--- config.mk ---
export PLATFORM = sky130hd
export DESIGN_NAME = dla_particle_walk
export DESIGN_NICKNAME = d
export VERILOG_FILES = /design/src/rtl/dla_particle_walk.sv
export SDC_FILE = /design/constraint.sdc
export NUM_CORES = 1
export LEC_CHECK = 0
export CAP_MARGIN = 20
export CORE_ASPECT_RATIO = 1.1
export CORE_UTILIZATION = 45
export DETAILED_ROUTE_END_ITERATION = 7
export PLACE_DENSITY = 0.66
export SYNTH_ARGS = -nofsm -noshare
export SYNTH_HDL_FRONTEND = slang
export SYNTH_SLANG_ARGS = --single-unit
--- constraint.sdc ---
create_clock -name clk -period 5.75 [get_ports clk]
set_input_delay 1.15 -clock clk [delete_from_list [all_inputs] [get_ports clk]]
set_output_delay 1.15 -clock clk [all_outputs]
set_load 0.05 [all_outputs]
--- src/rtl/dla_particle_walk.sv ---
// dla_particle_walk: random-walk one DLA particle from a random spawn point until it sticks, then write it to VRAM
// Ports: start launches a particle; step_limit caps the walk length (0 = unlimited);
// check_* is the handshake with an external neighbour/boundary checker; vram_avn_* is an Avalon write master.
`ifndef H_DISPLAY
`define H_DISPLAY 640
`endif
`ifndef V_DISPLAY
`define V_DISPLAY 480
`endif
`ifndef H_SIZE
`define H_SIZE 10
`endif
`ifndef V_SIZE
`define V_SIZE 9
`endif
module dla_particle_walk #(
  parameter int          AVN_AW    = 19,
  parameter int          AVN_DW    = 16,
  parameter logic [31:0] LFSR_SEED = 32'hACE1_2468
) (
  input  logic                clk,
  input  logic                rst,
  input  logic                start,
  input  logic [15:0]         step_limit,
  output logic                busy,
  output logic                particle_done,
  output logic [15:0]         particle_cnt,
  output logic [`H_SIZE-1:0]  check_x,
  output logic [`V_SIZE-1:0]  check_y,
  output logic                check_start,
  input  logic                check_done,
  input  logic                hit_boundary,
  input  logic                hit_neighbor,
  output logic [AVN_AW-1:0]   vram_avn_address,
  output logic                vram_avn_write,
  output logic [AVN_DW-1:0]   vram_avn_writedata,
  input  logic                vram_avn_waitrequest
);
  typedef enum logic [6:0] {
    IDLE  = 7'b0000001,
    SPAWN = 7'b0000010,
    CHECK = 7'b0000100,
    WAIT  = 7'b0001000,
    STEP  = 7'b0010000,
    WRITE = 7'b0100000,
    DONE  = 7'b1000000
  } state_t;
  localparam logic [`H_SIZE-1:0] X_MAX = `H_SIZE'(`H_DISPLAY - 2);
  localparam logic [`V_SIZE-1:0] Y_MAX = `V_SIZE'(`V_DISPLAY - 2);
  localparam logic [AVN_AW-1:0]  H_DISP = AVN_AW'(`H_DISPLAY);
  state_t              state_q, state_d;
  logic [31:0]         lfsr_q, lfsr_d;
  logic [`H_SIZE-1:0]  x_q, x_d, cand_x;
  logic [`V_SIZE-1:0]  y_q, y_d, cand_y;
  logic [15:0]         step_q, step_d, cnt_q, cnt_d;
  logic                cand_ok, limit_hit;
  assign cand_x    = lfsr_q[`H_SIZE-1:0];
  assign cand_y    = lfsr_q[31:32-`V_SIZE];
  assign cand_ok   = cand_x != '0 && cand_x <= X_MAX && cand_y != '0 && cand_y <= Y_MAX;
  assign limit_hit = step_limit != '0 && step_q == step_limit;
  always_comb begin
    state_d = state_q;
    x_d     = x_q;
    y_d     = y_q;
    step_d  = step_q;
    cnt_d   = cnt_q;
    // Galois right-shift form of x^32+x^22+x^2+x+1
    lfsr_d  = {1'b0, lfsr_q[31:1]} ^ (lfsr_q[0] ? 32'h8020_0003 : 32'h0);
    unique case (state_q)
      IDLE:  state_d = start ? SPAWN : IDLE;
      SPAWN: if (cand_ok) begin
        x_d     = cand_x;
        y_d     = cand_y;
        step_d  = '0;
        state_d = CHECK;
      end
      CHECK: state_d = WAIT;
      WAIT:  if (check_done)
        state_d = hit_boundary ? SPAWN : hit_neighbor ? WRITE : limit_hit ? SPAWN : STEP;
      STEP: begin
        // no clamping: stepping off the field is reported by the checker as a boundary hit
        x_d     = lfsr_q[1:0] == 2'd0 ? x_q + 1'b1 : lfsr_q[1:0] == 2'd1 ? x_q - 1'b1 : x_q;
        y_d     = lfsr_q[1:0] == 2'd2 ? y_q + 1'b1 : lfsr_q[1:0] == 2'd3 ? y_q - 1'b1 : y_q;
        step_d  = &step_q ? step_q : step_q + 16'd1;
        state_d = CHECK;
      end
      WRITE: state_d = vram_avn_waitrequest ? WRITE : DONE;
      DONE: begin
        cnt_d   = cnt_q + 16'd1;
        state_d = IDLE;
      end
      default: state_d = IDLE;
    endcase
  end
  always_ff @(posedge clk or negedge rst) begin
    if (!rst) begin
      state_q <= IDLE;
      lfsr_q  <= LFSR_SEED;
      x_q     <= '0;
      y_q     <= '0;
      step_q  <= '0;
      cnt_q   <= '0;
    end else begin
      state_q <= state_d;
      lfsr_q  <= lfsr_d;
      x_q     <= x_d;
      y_q     <= y_d;
      step_q  <= step_d;
      cnt_q   <= cnt_d;
    end
  end
  assign busy               = state_q != IDLE;
  assign check_start        = state_q == CHECK;
  assign vram_avn_write     = state_q == WRITE;
  assign particle_done      = state_q == DONE;
  assign particle_cnt       = cnt_q;
  assign check_x            = x_q;
  assign check_y            = y_q;
  assign vram_avn_address   = AVN_AW'(x_q) + AVN_AW'(y_q) * H_DISP;
  assign vram_avn_writedata = {AVN_DW{vram_avn_write}};
endmodule

* Word-level counts from Yosys, hierarchy flattened
Index checks and enable logic that the tools add are counted. Widths: inputs -> output; s select.
Storage, ports and cells: register bits after elaboration 90, input bits 23, output and inout bits 74, word-level logic and storage cells 68
Operators by class: add/subtract/negate cells 7, $mul 1, order comparisons 2, eq/ne operators 17, multiplexer cells 20, bitwise logic cells 1, reductions and logical operators 14
Operators by type and width (number):
- $pmux 7 s6 | 1
- $add 16x1->16 const B | 2
- $mux 16 | 2
- $mux 32 | 1
- $pmux 16 s2 | 1
- $xor 31x32->32 | 1
- $mux 10 | 3
- $mux 9 | 3
- $mux 7 | 3
- $pmux 10 s2 | 1
- $add 10x19->19 | 1
- $pmux 9 s2 | 1
- $eq 16x16->1 | 1
- $reduce_and 16->1 | 1
- $reduce_bool 16->1 | 1
- $mul 9x3->12 const B | 1
- $mux 6 | 2
- $add 10x1->10 const B | 1
- $le 10x10->1 const B | 1
- $reduce_bool 10->1 | 1
- $sub 10x1->10 const B | 1
- $add 9x1->9 const B | 1
- $le 9x9->1 const B | 1
- $reduce_and 3->1 | 3
- 20 further kinds | 27

* Longest topological paths before layout
Gate-level depths: netlist of the first run.
depth in word-level cells 7, depth in mapped cells 10

* Worst setup path before layout of the first run
Ideal clock, no wire load.
path type register -> output, start point register y_q[1], in the netlist check_y[1], end point output port vram_avn_address[17], arrival time 3341 ps, required time 4600 ps, setup slack 1259 ps, stages on the path, launching flop included 10, path buffers 0, path through dfrtp_1 > ha_1 > ha_1 > fa_1 > a211oi_1 > o21bai_1 > a21oi_1 > xnor2_1 > nand3_1 > xor2_1
On the way: word-level cells in the longest chain between the ends 2
Ends and longest elaborated chain:
- from (decl) | RTL line 54 | logic [`V_SIZE-1:0] y_q, y_d, cand_y;
- from (signal assigned) | RTL line 107 | y_q <= y_d;
- $mul 9x3->12 | RTL line 119 | assign vram_avn_address = AVN_AW'(x_q) + AVN_AW'(y_q) * H_DISP;
- $add 10x19->19 | RTL line 119
- to (decl) | RTL line 34 | output logic [AVN_AW-1:0] vram_avn_address,
No other way between the ends.

* Worst setup path after layout of the first run
Same ends and word-level chain as after synthesis.

==> results of run 1 <==
cells by family (layout without fill, tap and decap cells):
logic type,Yosys count,in the layout,share of synthesized area [%]
flops,90,90,40.3
buf+inv,55,131,5.46
simple gates,173,173,17.0
xor+xnor,65,65,10.1
mux,21,21,4.06
fa+ha+maj,42,42,9.86
compound gates,111,111,13.3
sequential cells by signal, summed over array words and instances, names as in the netlist:
signal / cells
check_y: 9
step_q: 16
state_q: 7
check_x: 10
lfsr_q: 32
particle_cnt: 16
worst register-to-register path, stage by stage (launching register included):
cell and delay (ps):
dfrtp_1 460, inv_1 140, ha_1 280, inv_1 220, fa_1 470, a21oi_1 230, o211ai_1 160, o41ai_1 350
xnor2_1 180, a211oi_1 360, a2bb2oi_1 220
cells in the final DEF, fill, tap and decap left out, drive strengths merged, types with 8 or more instances in the layout:
cell type	netlist	layout
a211oi	9	9
a21oi	23	23
a31oi	13	13
and3	10	10
clkbuf	7	15
clkdlybuf4s50	0	95
dfrtp	76	76
dfstp	14	14
ha	38	38
inv	18	18
mux2	15	15
nand2	46	46
nand3	18	18
nand4	14	14
nor2	35	35
nor3	8	8
nor4	9	9
o21ai	28	28
xnor2	42	42
xor2	23	23
layout make-up:
cell class              count  area share [%]
flip-flops and latches     90            33.2
inverters                  18           0.988
clock buffers              15            4.06
well taps                 154            2.82
multi-input cells         412            44.7
repair buffers             97            14.1
clock inverters             1           0.110
layer usage:
layer / wire, um / share of wire, % / up-vias / global-route usage (%)
li1: - / - / 2131 / -
met4: 60 / 0.49 / 0 / 5.83
met2: 6190 / 51 / 91 / 33.7
met1: 5620 / 46 / 2114 / 26.6
met3: 369 / 3.0 / 4 / 2.57
met5: 0 / 0 / - / 0
where the power goes:
group,leakage [uW],switching (uW),total (uW),internal [uW]
Combinational,0.00167,198,315,117
Clock,0.000136,234,563,329
Sequential,0.00120,20.9,671,651
Total,0.00301,452,1550,1100
stage by stage:
step                cells  cell area, sq um  power, uW  util, %
floorplan             557              5640        891        -
global placement      771              6550        992     54.0
detailed placement    771              6550        998     54.0
CTS                   787              6840       1570     56.3
global route          787              6840       1610     56.3
finish                787              6840       1550     56.3
worst paths after layout:
path | slack (ps) | cells past startpoint | to | startpoint
setup / recovery | 760 | 10 | vram_avn_address[17] | check_y[1]
hold / removal | 360 | 0 | lfsr_q[17] | lfsr_q[18]
setup reg to reg | 2610 | 10 | check_y[8] | lfsr_q[0]
hold reg to reg | 360 | 0 | lfsr_q[17] | lfsr_q[18]
max in group asynchronous | 3920 | 2 | lfsr_q[25] | rst
min in group asynchronous | 800 | 1 | particle_cnt[0] | rst
==> impl_metrics.toml, run 1 <==
[routing]
ant_nets = 0
wire_per_inst_um = 15.6
vias_per_cell = 5.51
drt-initial-drc-count = 186
drt-total-wl_mm = 12.2
num_vias = 4340
drcViolationCount = 0
dr.pass1.iters = 4

[logic_synthesis]
synthesis.nets = 622
synth_cells = 557
ys_types = 69
synth-async-reset-ratio_pct = 100
syn_area_sq_um = 5640
ys_top_cells_by_count = "dfrtp_1, nand2_1, xnor2_1"
ys.flop_type = "dfrtp_1"
ys_seq_area_share_pct = 40.3
synth-seq-cells = 90
synth_edf_count = 0
yosysMostFrequentCell = "dfrtp_1"
yosysWarnings = 0
avgSynthCellArea_sq_um = 10.1
yosysTopAreaCell = "dfrtp_1"
synth_top_area_share_pct = 33.7
ys_top_cells_by_area = "dfrtp_1, ha_1, dfstp_2"

[worst_setup_path]
crit_type = "register to primary output"
endpoint_kind = "primary output"
path_cells = "ha_1, ha_1, fa_1, a211oi_1, o21bai_1, a21oi_1, xnor2_1, nand3_1, xor2_1, clkdlybuf4s50_1"
critPathLaunchType = "register"
crit_required_ps = 4600
cpMostUsedCell = "ha_1"
path_buf_inv = 1
max_stage_delay_ps = 820
cp_slowest_cell = "clkdlybuf4s50_1"
critPathArrivalTime_ps = 3840
crit_fanout = 6
cp_top_family = "adder cells"

[floorplan]
start_util_pct = 46.4
die_x_um = 109
rows = 42
core_sq_um = 12100
die_h_um = 119
io_pins = 97
dieArea_sq_um = 13000

[layout]
syn_to_final_growth_pct = 21.4
final_nets = 693
seq_area_sq_um = 2270
multi_input_area_sq_um = 3060
fill_cells = 1057
antenna_cells = 0
layout-drive-gt1-share_pct = 9.64

[global_routing]
antenna_found_initial = 0
first_global_vias = 4449
overflow = 0
grt_max_degree = 51
grtUsageTotal_pct = 20.0
grt_pass1_wl_mm = 20.8

[sta]
max_freq_ghz = 0.201
hold_viol = 0
tns_ps = 0
finalCriticalPeriod_ps = 4990
rsz0062_at_grt = "no"
final_max_slew_viol_count = 0
setup_viol = 0
worst_pin_slew_ps = 807
relSlewSlack_pct = 46.1
fin_ws_ps = 765
hold_slack_ps = 356
fin_skew_ps = 9.23
fin_crit_sh_pct = 86.7

[clocking]
ctsHtreeMaxLevel = 3
root_buffer = "clkbuf_16"
cts_setup_buffers = 0
cts_tree = "done"
path_clk_slew_ps = 60
postCtsHoldBufs = 0
postCtsResizedCells = 0
cts_buffers = 9
clock-sinks = 90
clock_latency_ps = 340
clock_path_buffers = 2

[place]
dp_hpwl_mm = 9.04
gp_congestion = 0.839
io_buffers = 96
place_ws_ps = 1100

[status]
status = "complete, no violations"

[power_and_ir_drop]
ir_drop_uv = 208
p_per_area_nw_per_um2 = 227
leakagePower_uw = 0.00301

[run]
drv_cap = 0

[hold_path]
hp-class = "register to register"
Power figures use the tool's default switching activity.
==> run 2: changes to the inputs <==
- PLACE_DENSITY: 0.66 -> not set
- PLACE_DENSITY_LB_ADDON: not set -> 0.1
==> impl_metrics.toml, run 2 (same netlist as run 1, synthesis figures left out) <==
[layout]
mostFrequentLayoutCell = "clkdlybuf4s50_1"
layout-drive-gt1-share_pct = 10.1
regMostFlops = "lfsr_q"
antenna_cells = 0
fill_cells = 1096
syn_to_final_growth_pct = 21.8
final_nets = 693
final_cell_mix = "clkdlybuf4s50_1, dfrtp_1, nand2_1"
largest_reg_flops = 32
stdcell_area_sq_um = 6860

[routing]
ant_nets = 0
num_vias = 4309
vias_per_cell = 5.48
drt-initial-drc-count = 230
wire_per_inst_um = 15.2
drt-total-wl_mm = 12.0
drcViolationCount = 0
dr.pass1.iters = 4

[sta]
fin_skew_ps = 10.8
relSlewSlack_pct = 42.9
tns_ps = 0
worst_pin_slew_ps = 850
fin_crit_sh_pct = 86.2
max_freq_ghz = 0.202
finalCriticalPeriod_ps = 4960
hold_viol = 0
setup_viol = 0
final_max_slew_viol_count = 0
rsz0062_at_grt = "no"

[worst_setup_path]
crit_type = "register to primary output"
crit_fanout = 6
critPathLaunchType = "register"
r2r_slack_ps = 2790
crit_required_ps = 4600
critPathArrivalTime_ps = 3810
endpoint_kind = "primary output"

[clocking]
clock_latency_ps = 350
ctsHtreeMaxLevel = 3
clock-sinks = 90
path_clk_slew_ps = 70
clock_path_buffers = 2
root_buffer = "clkbuf_16"
cts_tree = "done"
postCtsResizedCells = 0
cts_buffers = 9
postCtsHoldBufs = 0
cts_setup_buffers = 0

[power_and_ir_drop]
ir_drop_uv = 155
leakagePower_uw = 0.00302
p_per_area_nw_per_um2 = 233

[floorplan]
die_x_um = 109
io_pins = 97
die_h_um = 119
start_util_pct = 46.4
dieArea_sq_um = 13000
core_sq_um = 12100
rows = 42

[place]
gp_congestion = 0.921
io_buffers = 96
placed_cell_area_sq_um = 6550
dp_hpwl_mm = 8.74

[hold_path]
hp-class = "register to register"

[global_routing]
grt_pass1_wl_mm = 20.1
grt_max_degree = 63
overflow = 0
grtUsageTotal_pct = 19.7
first_global_vias = 4256
antenna_found_initial = 0

[status]
status = "complete, no violations"

[run]
drv_cap = 0
run 2: cell count changes in the layout (fill, tap and decap cells not counted):
cell | before | now
clkinv_2 | 0 | 1
inv_6 | 0 | 2
clkbuf_1 | 3 | 0
clkbuf_8 | 3 | 1
bufinv_16 | 0 | 1
inv_8 | 0 | 1
run 2: layout make-up:
class / instances / area, sq um / share of cell area (%)
clock inverter: 6 / 71.3 / 1.04
timing repair buffer: 97 / 966 / 14.1
clock buffer: 10 / 239 / 3.48
multi-input combinational: 412 / 3060 / 44.5
inverter: 18 / 67.6 / 0.984
tap: 154 / 193 / 2.81
sequential: 90 / 2270 / 33.1
run 2: final timing paths:
path | from | endpoint | cells after the start
max | check_y[1] | vram_avn_address[18] | 10
min | lfsr_q[12] | lfsr_q[11] | 0
max reg2reg | lfsr_q[0] | check_y[8] | 10
min reg2reg | lfsr_q[12] | lfsr_q[11] | 0
max in group asynchronous | rst | lfsr_q[28] | 2
min in group asynchronous | rst | check_y[3] | 1
run 2: layer usage:
layer	vias up	wire, um	track usage [%]
met4	0	162	7.43
met5	-	0	0
met2	77	5880	32.4
met3	14	332	3.07
li1	2133	-	-
met1	2085	5600	25.9
run 2: worst max-delay path, stage by stage (launching register included):
cell             delay (ps)
dfrtp_1                 460
ha_1                    320
ha_1                    240
fa_1                    410
a211oi_1                320
nor2_1                  100
xor2_1                  260
nand4_1                 190
a211oi_1                240
a211o_1                 130
clkdlybuf4s50_1         790
run 2: power breakdown:
group          switching, uW  leakage [uW]  internal, uW
clock network            262      0.000151           354
logic                    194       0.00167           117
registers               21.0       0.00120           650
run 2: per-stage QoR:
stage | instances | hold slack, ps | total power [uW] | worst slack (ps) | utilization [%]
final | 787 | 350 | 1600 | 793 | 56.5
after global routing | 787 | 356 | 1660 | 548 | 56.5
after CTS | 787 | 353 | 1620 | 744 | 56.5
after detailed placement | 771 | 337 | 998 | 1140 | 54.0
after global placement | 771 | 337 | 994 | 1210 | 54.0
after floorplan | 557 | 331 | 891 | 1260 | -
==> run 3: changes to the inputs <==
- CTS_BUF_LIST: not set -> sky130_fd_sc_hd__clkbuf_8
==> impl_metrics.toml, run 3 (same netlist as run 1, synthesis figures left out) <==
[layout]
regMostFlops = "lfsr_q"
mostFrequentLayoutCell = "clkdlybuf4s50_1"
multi_input_area_sq_um = 3060
largest_reg_flops = 32
antenna_cells = 0
final_nets = 693
syn_to_final_growth_pct = 20.0
final_core_util_pct = 55.7
layout-drive-gt1-share_pct = 10.1
final_cell_mix = "clkdlybuf4s50_1, dfrtp_1, nand2_1"
fill_cells = 1105
seq_area_sq_um = 2270

[routing]
drt-initial-drc-count = 259
vias_per_cell = 5.49
num_vias = 4317
wire_per_inst_um = 15.1
ant_nets = 0
dr.pass1.iters = 4
drcViolationCount = 0
drt-total-wl_mm = 11.9

[status]
status = "complete, no violations"

[power_and_ir_drop]
p_per_area_nw_per_um2 = 214
ir_drop_uv = 136
leakagePower_uw = 0.00297

[global_routing]
grt_max_degree = 63
antenna_found_initial = 0
first_global_vias = 4195
grt_pass1_wl_mm = 19.9
grtUsageTotal_pct = 19.5
overflow = 0

[worst_setup_path]
crit_fanout = 6
critPathLaunchType = "register"
crit_type = "register to primary output"
endpoint_kind = "primary output"
r2r_slack_ps = 2790
crit_required_ps = 4600
critPathArrivalTime_ps = 3850

[clocking]
postCtsResizedCells = 0
postCtsHoldBufs = 0
cts_setup_buffers = 0
path_clk_slew_ps = 100
root_buffer = "clkbuf_8"
clock_path_buffers = 2
ctsHtreeMaxLevel = 3
cts_buffers = 9
clock_latency_ps = 380
clock-sinks = 90
cts_tree = "done"

[place]
gp_congestion = 0.921
io_buffers = 96
dp_hpwl_mm = 8.74

[floorplan]
rows = 42
die_h_um = 119
die_x_um = 109
core_sq_um = 12100
start_util_pct = 46.4
io_pins = 97
dieArea_sq_um = 13000

[sta]
fin_crit_sh_pct = 87.0
tns_ps = 0
hold_viol = 0
relSlewSlack_pct = 44.9
final_max_slew_viol_count = 0
worst_pin_slew_ps = 820
rsz0062_at_grt = "no"
setup_viol = 0
fin_skew_ps = 11.0
max_freq_ghz = 0.200
finalCriticalPeriod_ps = 5000

[hold_path]
hp-class = "register to register"

[run]
drv_cap = 0
-- run 3: cell type report --
type	count	area share (%)
inverters	18	0.999
flip-flops and latches	90	33.6
clock inverters	6	1.05
multi-input cells	412	45.2
clock buffers	10	2.04
repair buffers	97	14.3
well taps	154	2.85
-- run 3: metal layers --
| metal | up-vias | global-route usage (%) | wire [um] |
|---|---|---|---|
| met4 | 0 | 6.17 | 176 |
| met2 | 79 | 31.7 | 5800 |
| met1 | 2097 | 25.8 | 5550 |
| met3 | 15 | 4.00 | 393 |
| li1 | 2126 | - | - |
| met5 | - | 0 | 0 |
-- run 3: stage by stage --
step                      instances  hold slack [ps]  area, sq um  worst slack, ps  total power, uW
after floorplan                 557              331         5640             1260              891
after global placement          771              337         6550             1210              994
after detailed placement        771              337         6550             1140              998
after CTS                       787              360         6760              693             1470
after global routing            787              363         6760              496             1510
final                           787              356         6760              748             1450
-- run 3: critical path, stage by stage (launching register included) --
cell and delay (ps):
dfrtp_1 470, ha_1 320, ha_1 240, fa_1 410, a211oi_1 320, nor2_1 100, xor2_1 260, nand4_1 190
a211oi_1 240, a211o_1 130, clkdlybuf4s50_1 790
-- run 3: final timing paths --
| kind | from | endpoint | cells past startpoint |
|---|---|---|---|
| worst min register to register | lfsr_q[12] | lfsr_q[11] | 0 |
| max in group asynchronous | rst | check_x[2] | 2 |
| worst max-delay path | check_y[1] | vram_avn_address[18] | 10 |
| worst min-delay path | lfsr_q[12] | lfsr_q[11] | 0 |
| worst max register to register | lfsr_q[0] | check_y[8] | 10 |
| min in group asynchronous | rst | check_y[3] | 1 |
-- run 3: where the power goes --
group          switching [uW]  total [uW]  internal (uW)
Combinational             194         311            117
Sequential               21.0         671            650
Clock                     248         466            218
Total                     463        1450            985
